[src/rtl/uart_tx_frame.sv]
// uart_tx_frame: serialises one parallel word into a UART frame (start, LSB-first data, optional parity, stop)
module uart_tx_frame #(
    parameter int DATA_WIDTH     = 8,
    parameter int PRESCALE_WIDTH = 6
) (
    input  logic                      clk,
    input  logic                      reset,
    input  logic [DATA_WIDTH-1:0]     p_data,
    input  logic                      data_valid,
    input  logic                      par_en,
    input  logic                      par_typ,
    input  logic [PRESCALE_WIDTH-1:0] prescale,
    output logic                      tx_out,
    output logic                      busy
);
    localparam int BW = DATA_WIDTH > 1 ? $clog2(DATA_WIDTH) : 1;

    typedef enum logic [2:0] {IDLE, START, DATA, PARITY, STOP} state_t;

    state_t                    state_q, state_d;
    logic [PRESCALE_WIDTH-1:0] edge_q, edge_d, prescale_q, prescale_d;
    logic [BW-1:0]             bit_q, bit_d, bit_nxt;
    logic [DATA_WIDTH-1:0]     data_q, data_d;
    logic                      par_en_q, par_en_d, par_typ_q, par_typ_d;
    logic                      tx_q, tx_d, busy_q, busy_d, bit_end;

    assign tx_out  = tx_q;
    assign busy    = busy_q;
    assign bit_nxt = bit_q + 1'b1;
    // prescale of 0 wraps to the full counter range because the compare is PRESCALE_WIDTH-bit
    assign bit_end = edge_q == prescale_q - 1'b1;

    // next-state: accept in IDLE, then step through the frame one bit per prescale clocks
    always_comb begin
        state_d    = state_q;
        edge_d     = edge_q;
        bit_d      = bit_q;
        data_d     = data_q;
        prescale_d = prescale_q;
        par_en_d   = par_en_q;
        par_typ_d  = par_typ_q;
        tx_d       = tx_q;
        busy_d     = busy_q;
        if (state_q == IDLE) begin
            tx_d   = 1'b1;
            busy_d = 1'b0;
            if (data_valid) begin
                data_d     = p_data;
                par_en_d   = par_en;
                par_typ_d  = par_typ;
                prescale_d = prescale;
                state_d    = START;
                tx_d       = 1'b0;
                busy_d     = 1'b1;
                edge_d     = '0;
            end
        end else begin
            edge_d = bit_end ? '0 : edge_q + 1'b1;
            if (bit_end) begin
                case (state_q)
                    START: begin
                        state_d = DATA;
                        bit_d   = '0;
                        tx_d    = data_q[0];
                    end
                    DATA: begin
                        if (bit_q == BW'(DATA_WIDTH - 1)) begin
                            state_d = par_en_q ? PARITY : STOP;
                            tx_d    = par_en_q ? (^data_q) ^ par_typ_q : 1'b1;
                            bit_d   = '0;
                        end else begin
                            bit_d = bit_nxt;
                            tx_d  = data_q[bit_nxt];
                        end
                    end
                    PARITY: begin
                        state_d = STOP;
                        tx_d    = 1'b1;
                    end
                    default: begin
                        state_d = IDLE;
                        tx_d    = 1'b1;
                        busy_d  = 1'b0;
                    end
                endcase
            end
        end
    end

    // state and output registers; reset aborts any frame and returns the line to idle-high
    always_ff @(posedge clk) begin
        if (reset) begin
            state_q    <= IDLE;
            edge_q     <= '0;
            bit_q      <= '0;
            data_q     <= '0;
            prescale_q <= '0;
            par_en_q   <= 1'b0;
            par_typ_q  <= 1'b0;
            tx_q       <= 1'b1;
            busy_q     <= 1'b0;
        end else begin
            state_q    <= state_d;
            edge_q     <= edge_d;
            bit_q      <= bit_d;
            data_q     <= data_d;
            prescale_q <= prescale_d;
            par_en_q   <= par_en_d;
            par_typ_q  <= par_typ_d;
            tx_q       <= tx_d;
            busy_q     <= busy_d;
        end
    end
endmodule

[config.mk]
export PLATFORM = sky130hd
export DESIGN_NAME = uart_tx_frame
export DESIGN_NICKNAME = d
export VERILOG_FILES = /design/src/rtl/uart_tx_frame.sv
export SDC_FILE = /design/constraint.sdc
export NUM_CORES = 1
export LEC_CHECK = 0
export CORE_MARGIN = 5
export CORE_UTILIZATION = 50
export DETAILED_ROUTE_END_ITERATION = 10
export GPL_TIMING_DRIVEN = 1
export PLACE_DENSITY = 0.85
export SETUP_SLACK_MARGIN = 0.05
export SYNTH_ARGS = -nofsm -noshare
export SYNTH_HDL_FRONTEND = slang
export SYNTH_SLANG_ARGS = --single-unit
[constraint.sdc]
create_clock -name clk -period 3.6 [get_ports clk]
set_input_delay 0.9 -clock clk [delete_from_list [all_inputs] [get_ports clk]]
set_output_delay 0.9 -clock clk [all_outputs]
set_load 0.02 [all_outputs]
==> results of run 1 <==
[synthesized netlist by cell type]
cell type	number	area [sq um]
nor2_1	11	41.29
o41ai_1	1	8.760
nand2_1	42	157.7
nand3_1	10	50.05
a211oi_1	2	15.01
nand2b_1	2	12.51
nand2_4	1	11.26
or2_2	3	18.77
or4_1	2	15.01
a32oi_2	1	16.27
buf_2	1	5.000
a211oi_2	1	12.51
or3_4	1	11.26
o21ai_0	10	50.05
or2b_1	1	7.510
a31oi_1	1	6.260
buf_4	2	15.01
a2111o_1	1	11.26
and2_1	3	18.77
mux2i_1	2	20.02
dfxtp_1	30	600.6
nor2b_1	1	6.260
xnor2_1	10	87.58
o211ai_1	3	22.52
nand3b_1	2	15.01
o31ai_1	1	7.510
mux4_2	2	45.04
inv_1	7	26.28
clkbuf_1	6	22.52
o311ai_0	1	8.760
nor3_1	3	15.01
a21oi_1	28	140.1
ha_1	4	50.05
and2_2	1	7.510
xor2_1	6	52.55
or3_1	2	12.51
[metrics by stage]
step           hold WS (ns)  power, uW
2_1_floorplan        0.4488      575.8
3_3_place_gp         0.4584      633.7
3_5_place_dp         0.4634      642.0
4_1_cts              0.4769      894.9
5_1_grt              0.4959      944.1
6_report             0.4728      889.0
[sequential cells by signal (all words and copies together), names as in the netlist]
register	flops
prescale_q	6
edge_q	6
busy	1
par_en_q	1
state_q	3
data_q	8
par_typ_q	1
tx_out	1
bit_q	3
[critical path: stages, from the launching register on]
cell	delay (ns)
dfxtp_1	0.42
inv_1	0.06
ha_1	0.30
xor2_1	0.13
o211ai_1	0.12
a211oi_2	0.48
nand2_4	0.15
or4_1	0.49
a21oi_1	0.14
[logic make-up (layout without fill, tap and decap cells)]
group | Yosys count | after routing | share of synthesized area
and+or+nand+nor | 85 | 85 | 0.2465
DFF | 30 | 30 | 0.3698
xor gates and xnor gates | 16 | 16 | 0.08628
adders and majority gates | 4 | 4 | 0.03082
buffers and inverters | 16 | 37 | 0.04237
AOI/OAI and AO/OA | 50 | 50 | 0.1841
muxes | 4 | 4 | 0.04006
[routing by layer]
layer  wire length, um  global-route usage  share of wire
met1              1489              0.2177           0.42
met2              1795              0.3045           0.50
met3               190             0.04047          0.053
met4               105             0.08861          0.029
met5                 0                   0              0
[report_power, final]
group          leakage (uW)  internal, uW  switching, uW
Combinational      0.000430           112            127
Sequential         0.000245           362           36.4
Clock             0.0000446           133            118
Total              0.000720           608            281
[cell type report]
type,instances,area (sq um),share of cell area
sequential,30,600.6,0.3111
timing repair buffer,22,215.2,0.1115
clock buffer,8,78.83,0.04083
multi-input combinational,159,954.7,0.4945
inverter,7,26.28,0.01361
tap,44,55.05,0.02852
[worst paths after layout]
kind | start | cells past startpoint | end
setup / recovery | prescale_q[0] | 8 | bit_q[2]
hold / removal | prescale_q[5] | 2 | prescale_q[5]
setup reg to reg | prescale_q[0] | 8 | bit_q[2]
hold reg to reg | prescale_q[5] | 2 | prescale_q[5]
==> results.json, run 1 <==
{
  "mostFrequentLayoutCell": "nand2_1",
  "start_kind": "register",
  "io_buffer_count": 20,
  "run_status": "finished, final reports clean",
  "wl_per_cell_um": 13.26,
  "vdd_drop_max_mv": 0.2607,
  "ys_types": 36,
  "design.die.area_sq_um": 4488,
  "cts_buffers": 5,
  "finalCritPeriodShare": 0.6575,
  "critPathKind": "register to register",
  "synth_cells": 205,
  "drc": 0,
  "finalSetupTns_ns": 0,
  "max_slew_margin": 0.6066,
  "cts_resized": 0,
  "grt_remaining_overflow": 0,
  "die_h_um": 66.99,
  "syn_to_final_growth_pct": 18.88,
  "dr.first_iter.drc_count": 126,
  "avgViaCountPerCell": 5.404,
  "finalCriticalPeriod_ns": 2.367,
  "tightest_slew_ns": 0.5887,
  "cts_sinks": 30,
  "crit_fanout": 10,
  "fillerInstances": 271,
  "clk_path_buf_depth": 2,
  "final_cell_area_sq_um": 1931,
  "rows": 20,
  "via_count": 1459,
  "yosysSeqAreaShare": 0.3698,
  "slew_violations": 0,
  "grtUsageTotal": 0.1819,
  "final_core_util": 0.6272,
  "cts_hold_buffers": 0,
  "grt_max_degree": 18,
  "worst_clock_skew_ns": 0.004974,
  "place_area_sq_um": 1852,
  "rsz0062_at_grt": "no",
  "cts_tree": "yes",
  "wl_mm": 3.580,
  "pre_cts_ws_ns": 1.170,
  "synth_seq_cells": 30,
  "drtPass1Iterations": 4,
  "p_leak_uw": 0.0007200,
  "io_pins": 21,
  "hold_viol_final": 0,
  "fin_ws_ns": 1.233,
  "fmax_mhz": 422.5,
  "insertion_delay_ns": 0.33,
  "die_w_um": 66.99,
  "cts_root_buffer": "clkbuf_4",
  "setup_violations": 0,
  "syn_area_sq_um": 1624,
  "layout_common_cells": "nand2_1 (42), dfxtp_1 (30), a21oi_1 (28)",
  "grt_first_pass_wirelength_mm": 6.127,
  "place_hpwl_mm": 2.549,
  "grt_pass1_vias": 1372,
  "ant_nets": 0,
  "gp_routability_congestion": 0.8107,
  "drive_gt1_frac": 0.08850,
  "start_util": 0.5276,
  "cp_data_arrival_time_ns": 2.62,
  "critPathRequiredTime_ns": 3.85,
  "hp-class": "register to register",
  "p_per_area_nw_per_um2": 460.5,
  "diodes": 0,
  "coreArea_sq_um": 3078,
  "ff2ff_setup_slack_ns": 1.23,
  "end_kind": "register",
  "place_inst": 262,
  "layout.nets": 248,
  "cts_setup_buffers": 0,
  "clk_pin_slew_ns": 0.10,
  "cap_violations": 0,
  "htree_levels": 2,
  "stdcell_count": 270,
  "synth_nets": 228,
  "avgSynthCellArea_sq_um": 7.922,
  "ys_warn_count": 0,
  "antenna_found_initial": 0
}
No activity file was read; power rests on OpenSTA's default activity.
==> inputs of run 2 (changes only) <==
--- a/config.mk
+++ b/config.mk
@@ -6,10 +6,10 @@
 export NUM_CORES = 1
 export LEC_CHECK = 0
 export CORE_MARGIN = 5
-export CORE_UTILIZATION = 50
+export CORE_UTILIZATION = 49
 export DETAILED_ROUTE_END_ITERATION = 10
 export GPL_TIMING_DRIVEN = 1
-export PLACE_DENSITY = 0.85
+export PLACE_DENSITY = 0.87
 export SETUP_SLACK_MARGIN = 0.05
 export SYNTH_ARGS = -nofsm -noshare
 export SYNTH_HDL_FRONTEND = slang
==> constraint.sdc (replaced) <==
create_clock -name clk -period 2 [get_ports clk]
set_input_delay 0.5 -clock clk [delete_from_list [all_inputs] [get_ports clk]]
set_output_delay 0.5 -clock clk [all_outputs]
set_load 0.02 [all_outputs]
==> run 2 against run 1 <==
  * The run now ends with negative setup slack left
  * Total power rose by 99%
  * Clock skew is 0.0071 ns higher
  * Worst setup slack worse by 1.4 ns
  * Clock power increased by 86%
  * Non-clock buffer count grew 19
  * Cell count rose by 7.8%
  * Maximum frequency increased by 8.6%
  * Combinational power grew 150%
  * Routed wire length increased by 22%
  * Critical endpoint unchanged
==> results.json, run 2 (synthesized netlist as in run 1, its figures left out) <==
{
  "slew_violations": 0,
  "cts_tree": "yes",
  "r2r_end": "bit_q[2]",
  "largest_register_ffs": 8,
  "coreArea_sq_um": 3284,
  "reg2reg_from": "prescale_q[0]",
  "io_pins": 21,
  "drive_gt1_frac": 0.2122,
  "htree_levels": 2,
  "mostFrequentLayoutCell": "nand2_1",
  "wl_per_cell_um": 15.07,
  "critPathRequiredTime_ns": 2.29,
  "hold_viol_final": 0,
  "vdd_drop_max_mv": 0.5219,
  "dr.first_iter.drc_count": 137,
  "grt_max_degree": 29,
  "wl_mm": 4.385,
  "via_count": 1615,
  "p_per_area_nw_per_um2": 814.3,
  "fmax_mhz": 458.8,
  "start_util": 0.4945,
  "cts_sinks": 30,
  "place_hpwl_mm": 2.914,
  "crit_fanout": 3,
  "antenna_found_initial": 0,
  "start_kind": "register",
  "largest_register": "data_q",
  "drc": 0,
  "grt_remaining_overflow": 0,
  "fin_ws_ns": -0.1796,
  "layout.nets": 267,
  "avgViaCountPerCell": 5.550,
  "hold_path_end": "prescale_q[5]",
  "p_leak_uw": 0.0008419,
  "pre_cts_ws_ns": -0.08467,
  "rsz0062_at_grt": "yes",
  "die_h_um": 67.57,
  "gp_routability_congestion": 0.8729,
  "clk_pin_slew_ns": 0.10,
  "top_regs": "data_q x8, edge_q x6, prescale_q x6",
  "run_status": "finished with violations",
  "end_kind": "register",
  "tightest_slew_ns": 0.8435,
  "rows": 21,
  "clk_path_buf_depth": 2,
  "diodes": 0,
  "finalCriticalPeriod_ns": 2.180,
  "hp-class": "register to register",
  "cp_data_arrival_time_ns": 2.47,
  "grtUsageTotal": 0.1949,
  "violations": "negative setup slack",
  "io_buffer_count": 20,
  "critPathKind": "register to register",
  "die_w_um": 67.57,
  "power.total_uw": 1772,
  "cts_buffers": 5,
  "grt_pass1_vias": 1480,
  "worst_clock_skew_ns": 0.01212,
  "layout_common_cells": "nand2_1 (42), dfxtp_1 (28), a21oi_1 (26)",
  "cap_violations": 0,
  "reg2regPathDepth": 8,
  "setup_violations": 10,
  "finalCritPeriodShare": 1.090,
  "ff2ff_setup_slack_ns": -0.18,
  "grt_first_pass_wirelength_mm": 6.644,
  "design.die.area_sq_um": 4566,
  "syn_to_final_growth_pct": 33.98,
  "ant_nets": 0,
  "min_path_cells": 2,
  "worstHoldStart": "prescale_q[5]",
  "drtPass1Iterations": 4,
  "max_slew_margin": 0.4333,
  "cts_root_buffer": "clkbuf_4",
  "insertion_delay_ns": 0.35
}
## run 2: layout make-up
class,instances,area (sq um)
Fill cell,269,1109
Multi-Input combinational cell,159,1049
Sequential cell,30,603.1
Timing Repair Buffer,41,361.6
Clock buffer,8,78.83
Tap cell,46,57.56
Inverter,7,26.28
## run 2: timing repair
item | 4_1_cts | 5_1_grt
gates resized for setup | 10 | 14
buffers inserted | 1 | 2
endpoints found under the setup margin | 12 | 14
hold buffers | 0 | 0
pin swaps | 8 | 8
## run 2: per-layer routing
layer / track usage / vias up / part of all wire
li1: - / 781 / -
met1: 0.2174 / 759 / 0.41
met2: 0.3463 / 63 / 0.50
met3: 0.05324 / 12 / 0.067
met4: 0.07848 / 0 / 0.026
met5: 0 / - / 0
## run 2: report_power, final
| part | leakage [uW] | internal, uW | switching (uW) |
|---|---|---|---|
| clock network | 0.0000446 | 240 | 227 |
| registers | 0.000246 | 653 | 55.6 |
| logic | 0.000551 | 284 | 313 |
| total | 0.000842 | 1180 | 595 |
## run 2: metrics by stage
stage	utilization	TNS [ns]	instance area [sq um]	hold WS, ns	instances
after floorplan	-	-0.1193	1625	0.4488	205
after global placement	0.6015	-0.02414	1976	0.4591	280
after detailed placement	0.6015	-0.3385	1976	0.4673	280
after CTS	0.6347	-0.2566	2085	0.4783	289
after global routing	0.6625	-1.742	2176	0.5001	291
final	0.6625	-0.8505	2176	0.4784	291
## run 2: worst max path at each step
stage / startpoint / endpoint / slack, ns
after floorplan: prescale_q[1] / bit_q[2] / -0.12
after global placement: prescale_q[1] / bit_q[2] / -0.02
after detailed placement: prescale_q[0] / bit_q[2] / -0.08
after CTS: prescale_q[1] / bit_q[2] / -0.09
after global routing: prescale_q[0] / bit_q[2] / -0.25
final: prescale_q[0] / bit_q[2] / -0.18
## run 2: worst max-delay path, stage by stage, from the launching register on
cell and delay, ns:
dfxtp_2 0.36, inv_2 0.05, ha_4 0.27, xor2_1 0.17
o211ai_1 0.19, a211oi_4 0.35, nand2_4 0.09, or4_1 0.51
a21oi_1 0.13
==> patch 1, RTL diff (config.mk and constraints of run 2) <==
Put one more register stage on the output `tx_out`. The value now appears one clock later. The other outputs are not delayed to match.
--- a/src/rtl/uart_tx_frame.sv
+++ b/src/rtl/uart_tx_frame.sv
@@ -25,5 +25,7 @@
     logic                      tx_q, tx_d, busy_q, busy_d, bit_end;
 
-    assign tx_out  = tx_q;
+    always_ff @(posedge clk) begin
+        tx_out <= tx_q;
+    end
     assign busy    = busy_q;
     assign bit_nxt = bit_q + 1'b1;
Check against the original RTL: not equivalent (Yosys sat finds a counterexample within 4 cycles, from zero or initial values and one cycle with reset high).
==> patch 1 against run 2 <==
  * The run still ends with negative setup slack left
  * Setup slack better by 92 ps
  * Wire length fell by 5.2%
  * Critical path depth down 2
  * Cell area decreased by 0.92%
  * Sequential cell count up 1
  * Synthesized cell count rose by 0.49%
  * Synthesized area grew 1.2%
  * Maximum frequency increased by 4.4%
  * Total power is 6.9% lower
  * Critical path type unchanged
==> patch 1: results (changes against run 2) <==
Parameter                              Value

Detailed routing
  Detailed-routed wire length on met3    192 um (-35%)
  DRC marker count from the first detailed-route iteration    76 (-45%)
  Routed wire length    4.16 mm (-5.2%)
  Routed met1 length    1.72 mm (-3.2%)
  Routed length per placed instance    14.2 um (-5.5%)
  Avg Vias per Cell    5.43 (-2.1%)

Synth
  Synth top area cells    sky130_fd_sc_hd__dfxtp_1 38%, sky130_fd_sc_hd__nand2_1 9.6%, sky130_fd_sc_hd__a21oi_1 8.5%
  Synth Area in Adders    3.04% (-0.038 points)
  Leading register cell type out of synthesis    sky130_fd_sc_hd__dfxtp_1
  Complex-gate fraction of the synthesized area    18.2% (-0.22 points)
  Synthesized-area fraction occupied by xor and xnor cells    8.52% (-0.11 points)
  Total nets after synthesis    229 (+0.44%)
  Synth top cells by count    42 x sky130_fd_sc_hd__nand2_1, 31 x sky130_fd_sc_hd__dfxtp_1, 28 x sky130_fd_sc_hd__a21oi_1
  Sequential cell area fraction in the yosys report    37.7% (+0.77 points)
  Syn Inst Count    206 (+0.49%)

Global route
  Global-route wire length before repair    6.67 mm (+0.32%)
  Global-route track usage on met3    4.43% (-0.89 points)
  Met1 Use GR    23.4% (+1.7 points)
  GR Util met2    32.0% (-2.6 points)
  Vias in the first global route    1511 (+2.1%)

Min path
  Worst hold path stage count    0 (-2)

Setup path
  Beginning of the worst register-to-register path    prescale_q[2]
  Critical Path Max Stage Delay    490 ps (-20 ps)
  Slowest stage cell, crit path    sky130_fd_sc_hd__or4_4
  Maximum fanout count along the critical path    4 (+1)
  Worst EP arrival    2370 ps (-100 ps)

STA
  Setup TNS    -270 ps (+581 ps)
  Transition at the pin with the smallest max-transition slack    678 ps (-165 ps)
  Final Worst Setup Slack    -87.7 ps (+91.9 ps)
  Setup violation total in the final timing report    4 (-6)

Placement
  DPL Wire Length    2.84 mm (-2.6%)
  # placed instances    282 (+0.71%)

Power and ir drop
  Cell leakage power    0.825 nW (-2.0%)
  Worst IR drop on VDD    0.405 mV (-22%)

Layout
  Layout net count    268 (+0.37%)

Status
  Failing checks    negative setup slack
  Result of the run    complete, but fails checks
==> patch 1: area by class of cell <==
| cell class | instances | area, um2 |
|---|---|---|
| fillers | 264 | 1130 |
| flip-flops and latches | 31 | 624 |
| well taps | 46 | 57.6 |
| repair buffers | 41 | 362 |
| multi-input cells | 159 | 1040 |
| inverters | 7 | 26.3 |
| clock inverters | 1 | 5.00 |
| clock buffers | 7 | 45.0 |
==> patch 1: how the worst min path moves through the flow <==
stage,startpoint,to,slack [ps]
after global routing,tx_q,tx_out,390
after detailed placement,tx_q,tx_out,340
final,tx_q,tx_out,380
after CTS,tx_q,tx_out,360
after global placement,tx_q,tx_out,340
after floorplan,tx_q,tx_out,330
==> patch 1: worst max-delay path, delay by kind of cell, from the launching register on <==
kind	cells	cell delay [ps]
flops	1	340
simple gates	4	1330
compound gates	2	370
==> patch 1: what timing repair did <==
item | in CTS | in global routing
pin swaps | 10 | 9
setup endpoints to repair | 12 | 14
setup buffers | 2 | 1
gates resized for setup | 10 | 18
endpoints found under the hold margin | 0 | 0
==> patch 1: stage by stage <==
step           instance area [um2]  worst slack, ps
4_1_cts                       2090            -99.0
2_1_floorplan                 1650             -119
5_1_grt                       2160             -155
6_report                      2160            -87.7
3_5_place_dp                  2000            -89.3
3_3_place_gp                  2000            -32.8
==> patch 1: cells by family (layout without fill, tap and decap cells) <==
logic type | Yosys count | after routing
compound gates | 50 | 50
xor+xnor | 16 | 16
fa+ha+maj | 4 | 4
buf+inv | 16 | 56
flops | 31 | 31
mux | 4 | 4
simple gates | 85 | 85
==> patch 1: power by group <==
part	switching [mW]	total [mW]	internal, mW
sequential	0.0542	0.732	0.678
clock	0.219	0.356	0.137
combinational	0.294	0.561	0.268
==> patch 2, RTL diff (settings of run 2) <==
Without the edit above. `PRESCALE_WIDTH`: 6 -> 3.
--- a/src/rtl/uart_tx_frame.sv
+++ b/src/rtl/uart_tx_frame.sv
@@ -2,5 +2,5 @@
 module uart_tx_frame #(
     parameter int DATA_WIDTH     = 8,
-    parameter int PRESCALE_WIDTH = 6
+    parameter int PRESCALE_WIDTH = 3
 ) (
     input  logic                      clk,
Interface: changed (resized prescale); port bits go from 21 to 18. The function was not compared with the original's and may differ.
==> patch 2 against run 2 <==
  * Clock skew decreased by 9.9 ps
  * Wire length is 30% lower
  * Critical path depth decreased by 2
  * Total power fell by 35%
  * Sequential cell count fell by 6
  * Sequential share of layout area up 2.0 points
  * Combinational power decreased by 44%
  * Largest cell class unchanged
  * Core utilization shrank 7.0 points
  * Cell area is 26% lower
  * Setup slack improved by 330 ps
  * Synthesized cell count fell by 24%
  * Synthesized area shrank 15%
  * Count of clock-buffer cells in the layout decreased by 4
==> patch 2: results (changes against run 2) <==
Parameter                              Value

Synth
  Synth Area in Adders    3.63% (+0.55 points)
  Multiplexer area fraction after synthesis    4.63% (+0.62 points)
  Number of distinct library cells after synthesis    49 (+36%)
  Number of warnings issued by yosys    0 (unchanged)
  Complex-gate fraction of the synthesized area    18.2% (-0.17 points)
  Synth top area cells    sky130_fd_sc_hd__dfxtp_1 35%, sky130_fd_sc_hd__nand2_1 8.4%, sky130_fd_sc_hd__a21oi_1 7.6%
  Synth top cells by count    31 x sky130_fd_sc_hd__nand2_1, 24 x sky130_fd_sc_hd__dfxtp_1, 21 x sky130_fd_sc_hd__a21oi_1
  Sequential cell area fraction in the yosys report    34.8% (-2.1 points)
  Synthesized-area fraction occupied by xor and xnor cells    12.3% (+3.7 points)
  Total nets after synthesis    175 (-23%)

Detailed routing
  Routed wire length    3.05 mm (-30%)
  DRC marker count from the first detailed-route iteration    24 (-82%)
  Routed vias    1161 (-28%)

Setup path
  Reg-to-reg critical path endpoint    tx_out
  Beginning of the worst register-to-register path    bit_q[0]
  Worst setup slack for register-to-register paths    150 ps (+330 ps)
  Worst EP arrival    2070 ps (-400 ps)
  Maximum fanout count along the critical path    4 (+1)
  FF-to-FF path depth    6 (-2)

Layout
  Layout net count    194 (-27%)
  Fraction of layout instances using a drive strength above 1    13.9% (-7.4 points)

Global route
  Global-route wire length before repair    5.19 mm (-22%)
  Largest net degree at the start of global routing    14 (-52%)

STA
  Clock Skews    2.18 ps (-9.93 ps)
  Max transition margin    64.1% (+21 points)
  Hold Slack    468 ps (-10.1 ps)

Status
  Result of the run    finished, final reports clean

Min path
  Worst min-delay path startpoint    prescale_q[1]
  Worst-case hold path end point    prescale_q[1]

Placement
  Number of port buffers    17 (-15%)
  DPL Wire Length    2.33 mm (-20%)
  Worst slack at placement    77.0 ps (+162 ps)
  Total placed instance area    1560 um2 (-21%)
  RePlAce Congestion    0.878 (+0.62%)

Clock network
  Number of gates given a new drive strength after cts    0 (-10)
  Post-CTS setup buffers    0 (-1)
  Clk buf depth    2 (unchanged)
  Insertion delay of the later-clocked pin in the worst-skew pair    320 ps (-30 ps)
  CTS buffer count    3 (-2)
  Level count of the clock H-tree    1 (-1)
  Clock-pin slew on the worst setup and hold paths    130 ps (+30 ps)

Power and ir drop
  Worst IR drop on VDD    0.503 mV (-3.6%)
patch 2: layout make-up:
cell class	instances	area (um2)
multi-input combinational	117	830
tap	31	38.8
fill	228	1110
sequential	24	482
inverter	5	18.8
clock buffer	4	36.3
timing repair buffer	23	215
patch 2: worst max path at each step:
stage,start,endpoint,slack (ps),depth (start not counted)
3_3_place_gp,bit_q[0],tx_out,160,6
3_5_place_dp,bit_q[0],tx_out,80,6
5_1_grt,bit_q[0],tx_out,50,6
4_1_cts,bit_q[0],tx_out,60,6
2_1_floorplan,bit_q[0],tx_out,140,6
6_report,bit_q[0],tx_out,150,6
patch 2: cells by family after synthesis:
kind of cell    count (synthesis)
simple gates                   56
compound gates                 41
flops                          24
buf+inv                        14
xor+xnor                       11
mux                             5
fa+ha+maj                       4
patch 2: critical path, cell delays in order (launching register included):
cell                        delay, ps
sky130_fd_sc_hd__dfxtp_2          350
sky130_fd_sc_hd__ha_2             190
sky130_fd_sc_hd__ha_4             280
sky130_fd_sc_hd__mux4_2           490
sky130_fd_sc_hd__o2bb2ai_1        130
sky130_fd_sc_hd__o2111ai_1        200
sky130_fd_sc_hd__o211ai_1         100
patch 2: layer usage:
layer / vias up / routed length, um / track usage (%)
met1: 552 / 1280 / 18.4
met2: 23 / 1600 / 28.5
met3: 9 / 91 / 2.88
met5: - / 0 / 0
met4: 0 / 84 / 7.69
li1: 577 / - / -
patch 2: power by group:
part           switching, mW  internal, mW  total [mW]  leakage (nW)
sequential            0.0448         0.516       0.561         0.197
clock                  0.154         0.112       0.265        0.0210
combinational          0.164         0.169       0.332         0.371
patch 2: stage by stage:
| step | std cells | total power [mW] |
|---|---|---|
| 6_report | 204 | 1.16 |
| 2_1_floorplan | 155 | 0.803 |
| 4_1_cts | 204 | 1.15 |
| 3_5_place_dp | 200 | 0.897 |
| 3_3_place_gp | 200 | 0.881 |
| 5_1_grt | 204 | 1.22 |
